[src/rtl/z16_pkg.sv]
// Shared Z16 definitions: instruction width and program-loader state encoding.
package z16_pkg;

  localparam int unsigned Z16_INSTR_W = 16;

  typedef enum logic [2:0] {
    LD_LEN_LO,
    LD_LEN_HI,
    LD_DAT_LO,
    LD_DAT_HI,
    LD_CSUM,
    LD_DONE,
    LD_ERR
  } ld_state_e;

endpackage

[src/rtl/z16_program_loader.sv]
// Framed byte-stream loader: assembles little-endian 16-bit words into instruction RAM
// and holds the CPU in reset until a frame with a good checksum has been written.
module z16_program_loader
  import z16_pkg::*;
#(
  parameter int unsigned MAX_WORDS = 1024,
  parameter int unsigned ADDR_W    = 16
) (
  input  logic                   i_clk,
  input  logic                   i_rst,
  input  logic [7:0]             i_data,
  input  logic                   i_valid,
  output logic                   o_ready,
  input  logic                   i_restart,
  output logic                   o_we,
  output logic [ADDR_W-1:0]      o_waddr,
  output logic [Z16_INSTR_W-1:0] o_wdata,
  output logic                   o_cpu_rst,
  output logic                   o_done,
  output logic                   o_err
);

  localparam int unsigned IDX_W = 16;

  ld_state_e              state_q, state_d;
  logic [IDX_W-1:0]       idx_q, idx_d;
  logic [15:0]            len_q, len_d;
  logic [7:0]             lo_q, lo_d;
  logic [7:0]             csum_q, csum_d;
  logic                   we_q, we_d;
  logic [ADDR_W-1:0]      waddr_q, waddr_d;
  logic [Z16_INSTR_W-1:0] wdata_q, wdata_d;

  logic                   accept;
  logic [7:0]             csum_sum;
  logic [15:0]            len_new;

  always_ff @(posedge i_clk) begin
    if (i_rst) begin
      state_q <= LD_LEN_LO;
      idx_q   <= '0;
      len_q   <= '0;
      lo_q    <= '0;
      csum_q  <= '0;
      we_q    <= 1'b0;
      waddr_q <= '0;
      wdata_q <= '0;
    end else begin
      state_q <= state_d;
      idx_q   <= idx_d;
      len_q   <= len_d;
      lo_q    <= lo_d;
      csum_q  <= csum_d;
      we_q    <= we_d;
      waddr_q <= waddr_d;
      wdata_q <= wdata_d;
    end
  end

  assign o_ready  = (state_q != LD_DONE) && (state_q != LD_ERR);
  assign accept   = i_valid && o_ready;
  assign csum_sum = csum_q + i_data;
  assign len_new  = {i_data, len_q[7:0]};

  always_comb begin
    state_d = state_q;
    idx_d   = idx_q;
    len_d   = len_q;
    lo_d    = lo_q;
    csum_d  = csum_q;
    we_d    = 1'b0;
    waddr_d = waddr_q;
    wdata_d = wdata_q;

    if (accept) csum_d = csum_sum;

    case (state_q)
      LD_LEN_LO: if (accept) begin
        len_d   = {len_q[15:8], i_data};
        state_d = LD_LEN_HI;
      end
      LD_LEN_HI: if (accept) begin
        len_d = len_new;
        // Oversized frames are rejected before any RAM write is issued.
        if (32'(len_new) > MAX_WORDS) state_d = LD_ERR;
        else if (len_new == 16'd0)    state_d = LD_CSUM;
        else                          state_d = LD_DAT_LO;
      end
      LD_DAT_LO: if (accept) begin
        lo_d    = i_data;
        state_d = LD_DAT_HI;
      end
      LD_DAT_HI: if (accept) begin
        we_d    = 1'b1;
        wdata_d = {i_data, lo_q};
        waddr_d = ADDR_W'({idx_q, 1'b0});
        idx_d   = idx_q + 1'b1;
        state_d = (idx_q == len_q - 16'd1) ? LD_CSUM : LD_DAT_LO;
      end
      LD_CSUM: if (accept) begin
        state_d = (csum_sum == 8'h00) ? LD_DONE : LD_ERR;
      end
      LD_DONE, LD_ERR: if (i_restart) begin
        state_d = LD_LEN_LO;
        idx_d   = '0;
        csum_d  = '0;
      end
      default: state_d = LD_LEN_LO;
    endcase
  end

  assign o_we      = we_q;
  assign o_waddr   = waddr_q;
  assign o_wdata   = wdata_q;
  assign o_done    = (state_q == LD_DONE);
  assign o_err     = (state_q == LD_ERR);
  assign o_cpu_rst = (state_q != LD_DONE);

endmodule

[config.mk]
export PLATFORM = sky130hd
export DESIGN_NAME = z16_program_loader
export DESIGN_NICKNAME = d
export VERILOG_FILES = /design/src/rtl/z16_pkg.sv /design/src/rtl/z16_program_loader.sv
export SDC_FILE = /design/constraint.sdc
export NUM_CORES = 1
export LEC_CHECK = 0
export ABC_AREA = 1
export CORE_MARGIN = 5
export CORE_UTILIZATION = 50
export CTS_CLUSTER_DIAMETER = 200
export DETAILED_ROUTE_END_ITERATION = 8
export PLACE_DENSITY_LB_ADDON = 0.2
export SETUP_SLACK_MARGIN = 0.05
export SYNTH_ARGS = -nofsm -noshare
export SYNTH_HDL_FRONTEND = slang
export SYNTH_SLANG_ARGS = --single-unit
export TNS_END_PERCENT = 1
[constraint.sdc]
create_clock -name i_clk -period 2.1 [get_ports i_clk]
set_input_delay 0.21 -clock i_clk [delete_from_list [all_inputs] [get_ports i_clk]]
set_output_delay 0.21 -clock i_clk [all_outputs]
set_load 0.01 [all_outputs]
==> results by group <==
Outcome
  • Status: finished, final reports clean

Timing
  • Final setup skew: 13.88 ps
  • RSZ-0062 raised after global routing: true
  • Period utilization: 93.76%
  • Period minus WS final: 1969 ps
  • Maximum clock rate: 0.5079 GHz
  • Max Slew Vio Count: 0
  • Hold Slack: 404.9 ps
  • Final setup viols: 0
  • Fin. Hold Viols: 0

Yosys
  • Post-synth EDFFs: 0
  • Ys Warns: 0
  • Post-synthesis sequential area ratio: 39.07%
  • Flops & latches, synth: 83
  • Yosys top cell area share: 39.07%
  • Synth Cell Area: 0.004253 mm2
  • Most frequent cell after synthesis: nand2_1
  • Post-synth ARST share: 0%
  • Syn Nets: 636
  • Synth Flop Type: dfxtp_1
  • Average instance area after synthesis: 6.926 um2
  • Post-synth top area cell: dfxtp_1
  • Synth cell count leaders: nand2_1 (113), dfxtp_1 (83), inv_1 (79)
  • Synth unique cells: 42
  • Mapped Cells: 614
  • Largest cells by area after synthesis: dfxtp_1 (39%), nand2_1 (10%), a21oi_1 (8.4%), o21ai_0 (7.3%), inv_1 (7.0%)

Run
  • Number of max-cap violations: 0

Finish
  • Fraction of layout instances using a drive strength above 1: 12.23%
  • Antenna Cells: 0
  • Area grow syn2layout: 23.80%
  • Fill cells: 789
  • Fin nets: 704

Setup path
  • Max incr delay on CP: 510 ps
  • Crit-path max FO: 2
  • Bufs and invs on worst path: 2
  • Setup slack, reg-to-reg: 130 ps
  • Cell repeated most along the worst path: nand3_1
  • Worst r2r dst: state_q[0]
  • CP startpoint kind: register
  • Crit path DAT: 2260 ps
  • Crit Reg-Reg Startpoint: csum_q[0]
  • Critical path class: register to register
  • Worst Setup End Kind: register
  • CP Data Required Time: 2390 ps
  • R2R cell count: 10
  • Critical Path, Cell by Cell: ha_4 > inv_2 > fa_2 > inv_1 > nor3_2 > nand3_1 > nor2_1 > nand3_1 > or2_4 > a31oi_1
  • Crit path max-delay family: simple AND/OR/NAND/NOR gates
  • CP max-delay cell: fa_2

Pwr
  • Clock network fraction of total power: 30.8%
  • Int Power: 2.487 mW
  • Flop pwr share: 45.6%
  • Final Total Pwr: 3.762 mW
  • Power density cells: 714.5 mW/mm2
  • Net load switching power: 1.274 mW
  • Worst vdd ir: 383.9 uV
  • Logic pwr share: 23.6%
  • Static leakage: 2.334 nW
  • Switch share: 33.88%

Drt
  • Routed wire per std cell: 13.42 um
  • Drt pass-1 iters: 4
  • Via count: 4,110
  • Number of remaining DRC errors: 0
  • DRT iter0 DRCs: 151
  • ANT nets after route: 0
  • Drt total wl: 10,630 um
  • Via/cell ratio: 5.189

GRT
  • Initial antenna violation count: 0
  • Total track usage: 21.63%
  • Vias in the first global route: 3,933
  • Grt ovf: 0
  • Pin count of the biggest net entering global routing: 52
  • Global-route wire length before repair: 17,910 um

Hold path
  • Hold Path Class: input pin to register
  • Hold EP: csum_q[0]
  • Hold_sp: i_data[0]
  • Hold Path Depth: 4

Clock network
  • Cts bufs inserted: 9
  • CTS tree: yes
  • Clk root buf: clkbuf_8
  • Clock Sinks: 83
  • Clock slew at reported path FFs: 90 ps
  • Clock latency at the later pin of the worst-skew pair: 370 ps
  • H-tree Lvls: 3
  • Cts hold-fix bufs: 0
  • Clock Path Buffers: 2

Placement
  • PortBufs: 47
  • Dpl hpwl: 7929 um
  • Last weighted congestion value of the routability-driven placer: 0.8981

Floorplan
  • Die ar.: 0.01045 mm2
  • Starting Density: 51.50%
  • FP Rows: 33
  • Number of I/O pins: 49
  • Die W: 102.2 um
  • Die height: 102.2 um
  • Core Area: 0.008258 mm2
[what timing repair did]
action                     in CTS  in global routing
setup buffers                   1                  0
setup endpoints to repair       1                  5
pin swaps                       4                  8
gates resized for setup         7                 14
[area by class of cell]
class / count / area [um2] / share of cell area (%)
Multi-Input combinational cell: 430 / 2253 / 42.80
Sequential cell: 83 / 1667 / 31.65
Timing Repair Buffer: 77 / 709.4 / 13.47
Inverter: 81 / 304.0 / 5.775
Tap cell: 105 / 131.4 / 2.495
Clock buffer: 9 / 123.9 / 2.353
Clock inverter: 7 / 76.32 / 1.450
[tightest hold or removal path, cell delays in order]
cell	delay [ps]
dlygate4sd2_1	250
ha_4	150
nor2_1	40
nor2_1	80
[cells by family after synthesis]
| group | count (synthesis) | synth area share (%) |
|---|---|---|
| XOR/XNOR | 17 | 3.501 |
| adder cells (fa/ha/maj) | 10 | 3.119 |
| buffers and inverters | 101 | 9.061 |
| AO/OA/AOI/OAI | 149 | 18.53 |
| AND/OR/NAND/NOR | 253 | 26.63 |
| flip-flops | 83 | 39.07 |
| other | 1 | 0.08818 |
[worst max-delay path by stage]
| stage | from | endpoint | slack [ps] | cells past startpoint |
|---|---|---|---|---|
| detailed placement | i_data[0] | state_q[0] | -410 | 13 |
| CTS | csum_q[0] | state_q[0] | 80 | 10 |
| floorplan | csum_q[0] | state_q[0] | 160 | 12 |
| finish | csum_q[0] | state_q[0] | 130 | 10 |
| global route | csum_q[0] | state_q[0] | -2 | 12 |
| global placement | i_data[0] | state_q[0] | -330 | 13 |
[state kept, by name (all words and copies together), names as in the netlist]
signal	flops
state_q	3
o_waddr	15
idx_q	16
lo_q	8
len_q	16
o_wdata	16
csum_q	8
o_we	1
[placed cells by master (no fill, tap or decap), types with 5 or more instances in the layout]
cell               n
buf_4             29
nand2_1          112
inv_1             77
ha_1               6
dfxtp_1           79
a21oi_1           71
xnor2_1            9
nand3_1           33
clkdlybuf4s50_1   45
nand4_1           10
nor3_1             8
o21ai_0           62
nor2_2             5
nor2_1            60
clkbuf_8           9
nand2_2            7
xor2_1             8
[per-layer routing]
layer	track usage (%)	part of all wire, %	wire [um]	vias up
met1	28.09	47	4996	1854
li1	-	-	-	2150
met4	6.963	1.9	203	0
met5	0	0	0	-
met2	35.58	47	4959	88
met3	5.119	4.4	467	18
[metrics by stage]
stage | setup TNS (ps) | instance area [um2] | util [%] | worst slack [ps] | cells
detailed placement | -695.1 | 5004 | 60.59 | -410.5 | 775
CTS | 0 | 5234 | 63.38 | 77.30 | 792
global placement | -562.4 | 5004 | 60.59 | -329.9 | 775
global route | -1.632 | 5265 | 63.76 | -1.632 | 792
finish | 0 | 5265 | 63.76 | 131.0 | 792
floorplan | 0 | 4253 | - | 164.6 | 614
[power groups by stage]
| stage | clock network [mW] | registers [mW] | logic [mW] |
|---|---|---|---|
| finish | 1.16 | 1.72 | 0.888 |
| global route | 1.27 | 1.73 | 1.01 |
| CTS | 1.18 | 1.71 | 0.868 |
| detailed placement | 0 | 1.75 | 0.853 |
| global placement | 0 | 1.75 | 0.833 |
| floorplan | 0 | 1.73 | 0.593 |
Note: power is estimated with default switching activity, not from simulation.
==> variant (config.mk and constraints unchanged) <==
`IDX_W`: 16 -> 17.
--- a/src/rtl/z16_program_loader.sv
+++ b/src/rtl/z16_program_loader.sv
@@ -20,7 +20,7 @@
   output logic                   o_err
 );
 
-  localparam int unsigned IDX_W = 16;
+  localparam int unsigned IDX_W = 17;
 
   ld_state_e              state_q, state_d;
   logic [IDX_W-1:0]       idx_q, idx_d;
Behaviour: same outputs for any inputs over 4 cycles, from zero or initial values and one cycle with i_rst high; that may be too few to reach the edited logic, so the function may still have changed.
==> variant against the unedited design <==
- total power rose by 1.6%
- count of clock-buffer cells in the layout stayed put
- largest cell class unchanged
- combinational power shrank 2.4%
- final area grew 0.59%
- sequential cell count rose by 1
- largest power group unchanged
- fmax down 0.36%
- setup slack worse by 7.1 ps
- synthesized area grew 0.56%
- routed wire length grew 3.8%
==> variant: results (changes against the unedited design) <==
| Metric | Value |
|---|---|
| Worst setup path endpoint | `state_q[1] (was state_q[0])` |
| WP data arrival | `2220 ps (was 2260 ps)` |
| Via count | `4182 (was 4110)` |
| Bufs on Longest Clock Path | `2 (unchanged)` |
| Largest stage delay, worst path | `440 ps (was 510 ps)` |
| Largest net degree at the start of global routing | `53 (was 52)` |
| Worst-case reg-to-reg path depth | `11 (was 10)` |
| Initial antenna violation count | `0 (unchanged)` |
| Layout cells sized above 1 | `10.7% (was 12.2%)` |
| Worst hold slack | `457 ps (was 405 ps)` |
| Post-synth cell types | `40 (was 42)` |
| Clk_lat worst skew | `360 ps` |
| Vias in the first global route | `3932 (was 3933)` |
| Gpl congestion | `0.944 (was 0.898)` |
| NetSw | `1.23 mW (was 1.27 mW)` |
| Sequential fraction of the synthesis area | `39.3% (was 39.1%)` |
| CP top delay family | `adder cells (was simple AND/OR/NAND/NOR gates)` |
| Comb power frac | `22.7% (was 23.6%)` |
| Final clock skew | `8.81 ps (was 13.9 ps)` |
| Root buf cell | `clkbuf_8 (unchanged)` |
| Sequential power share | `45.8% (was 45.6%)` |
| Commonest cells in the netlist | `nand2_1 (137), dfxtp_1 (84), a21oi_1 (80) (was nand2_1 (113), dfxtp_1 (83), inv_1 (79))` |
| Slowest-stage cell, CP | `clkdlybuf4s50_1 (was fa_2)` |
| Hold Path Stages | `2 (was 4)` |
| # nets final | `711 (was 704)` |
| Filler cells | `747 (was 789)` |
| Worst Hold Endpoint | `csum_q[2] (was csum_q[0])` |
| Iter 0 DRT Violations | `218 (was 151)` |
| Total GRT Usage | `21.8% (was 21.6%)` |
| Detail Placement HPWL | `8.47 mm (was 7.93 mm)` |
| WL per Instance | `13.8 µm (was 13.4 µm)` |
| Peak VDD IR | `601 µV (was 384 µV)` |
| Post-Syn Nets | `645 (was 636)` |
| CP startpoint | `i_data[0] (was csum_q[0])` |
| Outcome | `completed (unchanged)` |
| Hold Path Class | `reg -> reg (was in -> reg)` |
| CTS Buf Count | `9 (unchanged)` |
| Static Leakage | `2.32 nW (was 2.33 nW)` |
| Crit Path Max Fanout | `3 (was 2)` |
| # Post-CTS Setup Buffers | `0 (was 1)` |
| Worst Hold Launch | `csum_q[2] (was i_data[0])` |
| DR pass1 iterations | `4 (unchanged)` |
| Ranking of synthesized cells by area | `dfxtp_1 (39%), nand2_1 (12%), a21oi_1 (9.4%) (was dfxtp_1 (39%), nand2_1 (10%), a21oi_1 (8.4%))` |
| First-pass GRT wire length | `18.2 mm (was 17.9 mm)` |
| Max FFs per register | `17` |
[variant: cell type report]
class | instances | area [µm²] | share of cell area [%]
clock inverter | 7 | 85.1 | 1.61
sequential | 84 | 1690 | 32.0
clock buffer | 9 | 124 | 2.34
timing repair buffer | 75 | 693 | 13.1
inverter | 73 | 274 | 5.17
tap | 105 | 131 | 2.48
multi-input combinational | 446 | 2300 | 43.3
[variant: what timing repair did]
item | 4_1_cts | 5_1_grt
gates cloned | 0 | 0
resized for setup | 2 | 18
endpoints found under the hold margin | 0 | 0
setup endpoints to repair | 2 | 9
pin swaps | 0 | 6
[variant: through the flow]
| step | util [%] | area, µm² | cells | setup slack, ps |
|---|---|---|---|---|
| 2_1_floorplan | - | 4280 | 623 | 262 |
| 3_3_place_gp | 60.9 | 5030 | 783 | -207 |
| 3_5_place_dp | 60.9 | 5030 | 783 | -297 |
| 4_1_cts | 63.4 | 5240 | 799 | 59.0 |
| 5_1_grt | 64.1 | 5300 | 799 | -36.9 |
| 6_report | 64.1 | 5300 | 799 | 124 |
[variant: tightest hold or removal path, cell delays in order (launching register included)]
cell     delay [ps]
dfxtp_1         320
inv_1            50
a21oi_1          50
[variant: layer usage]
layer	GRT usage [%]	wire, µm	up-vias
met5	0	0	-
met2	37.3	5450	83
met4	5.35	95	0
met1	28.0	5000	1925
met3	4.37	491	10
li1	-	-	2164
[variant: kinds of logic after synthesis]
| group | synth area share (%) |
|---|---|
| other cells | 0.0877 |
| simple gates | 26.4 |
| buf+inv | 8.31 |
| compound gates | 19.3 |
| fa+ha+maj | 3.10 |
| flops | 39.3 |
| xor+xnor | 3.48 |
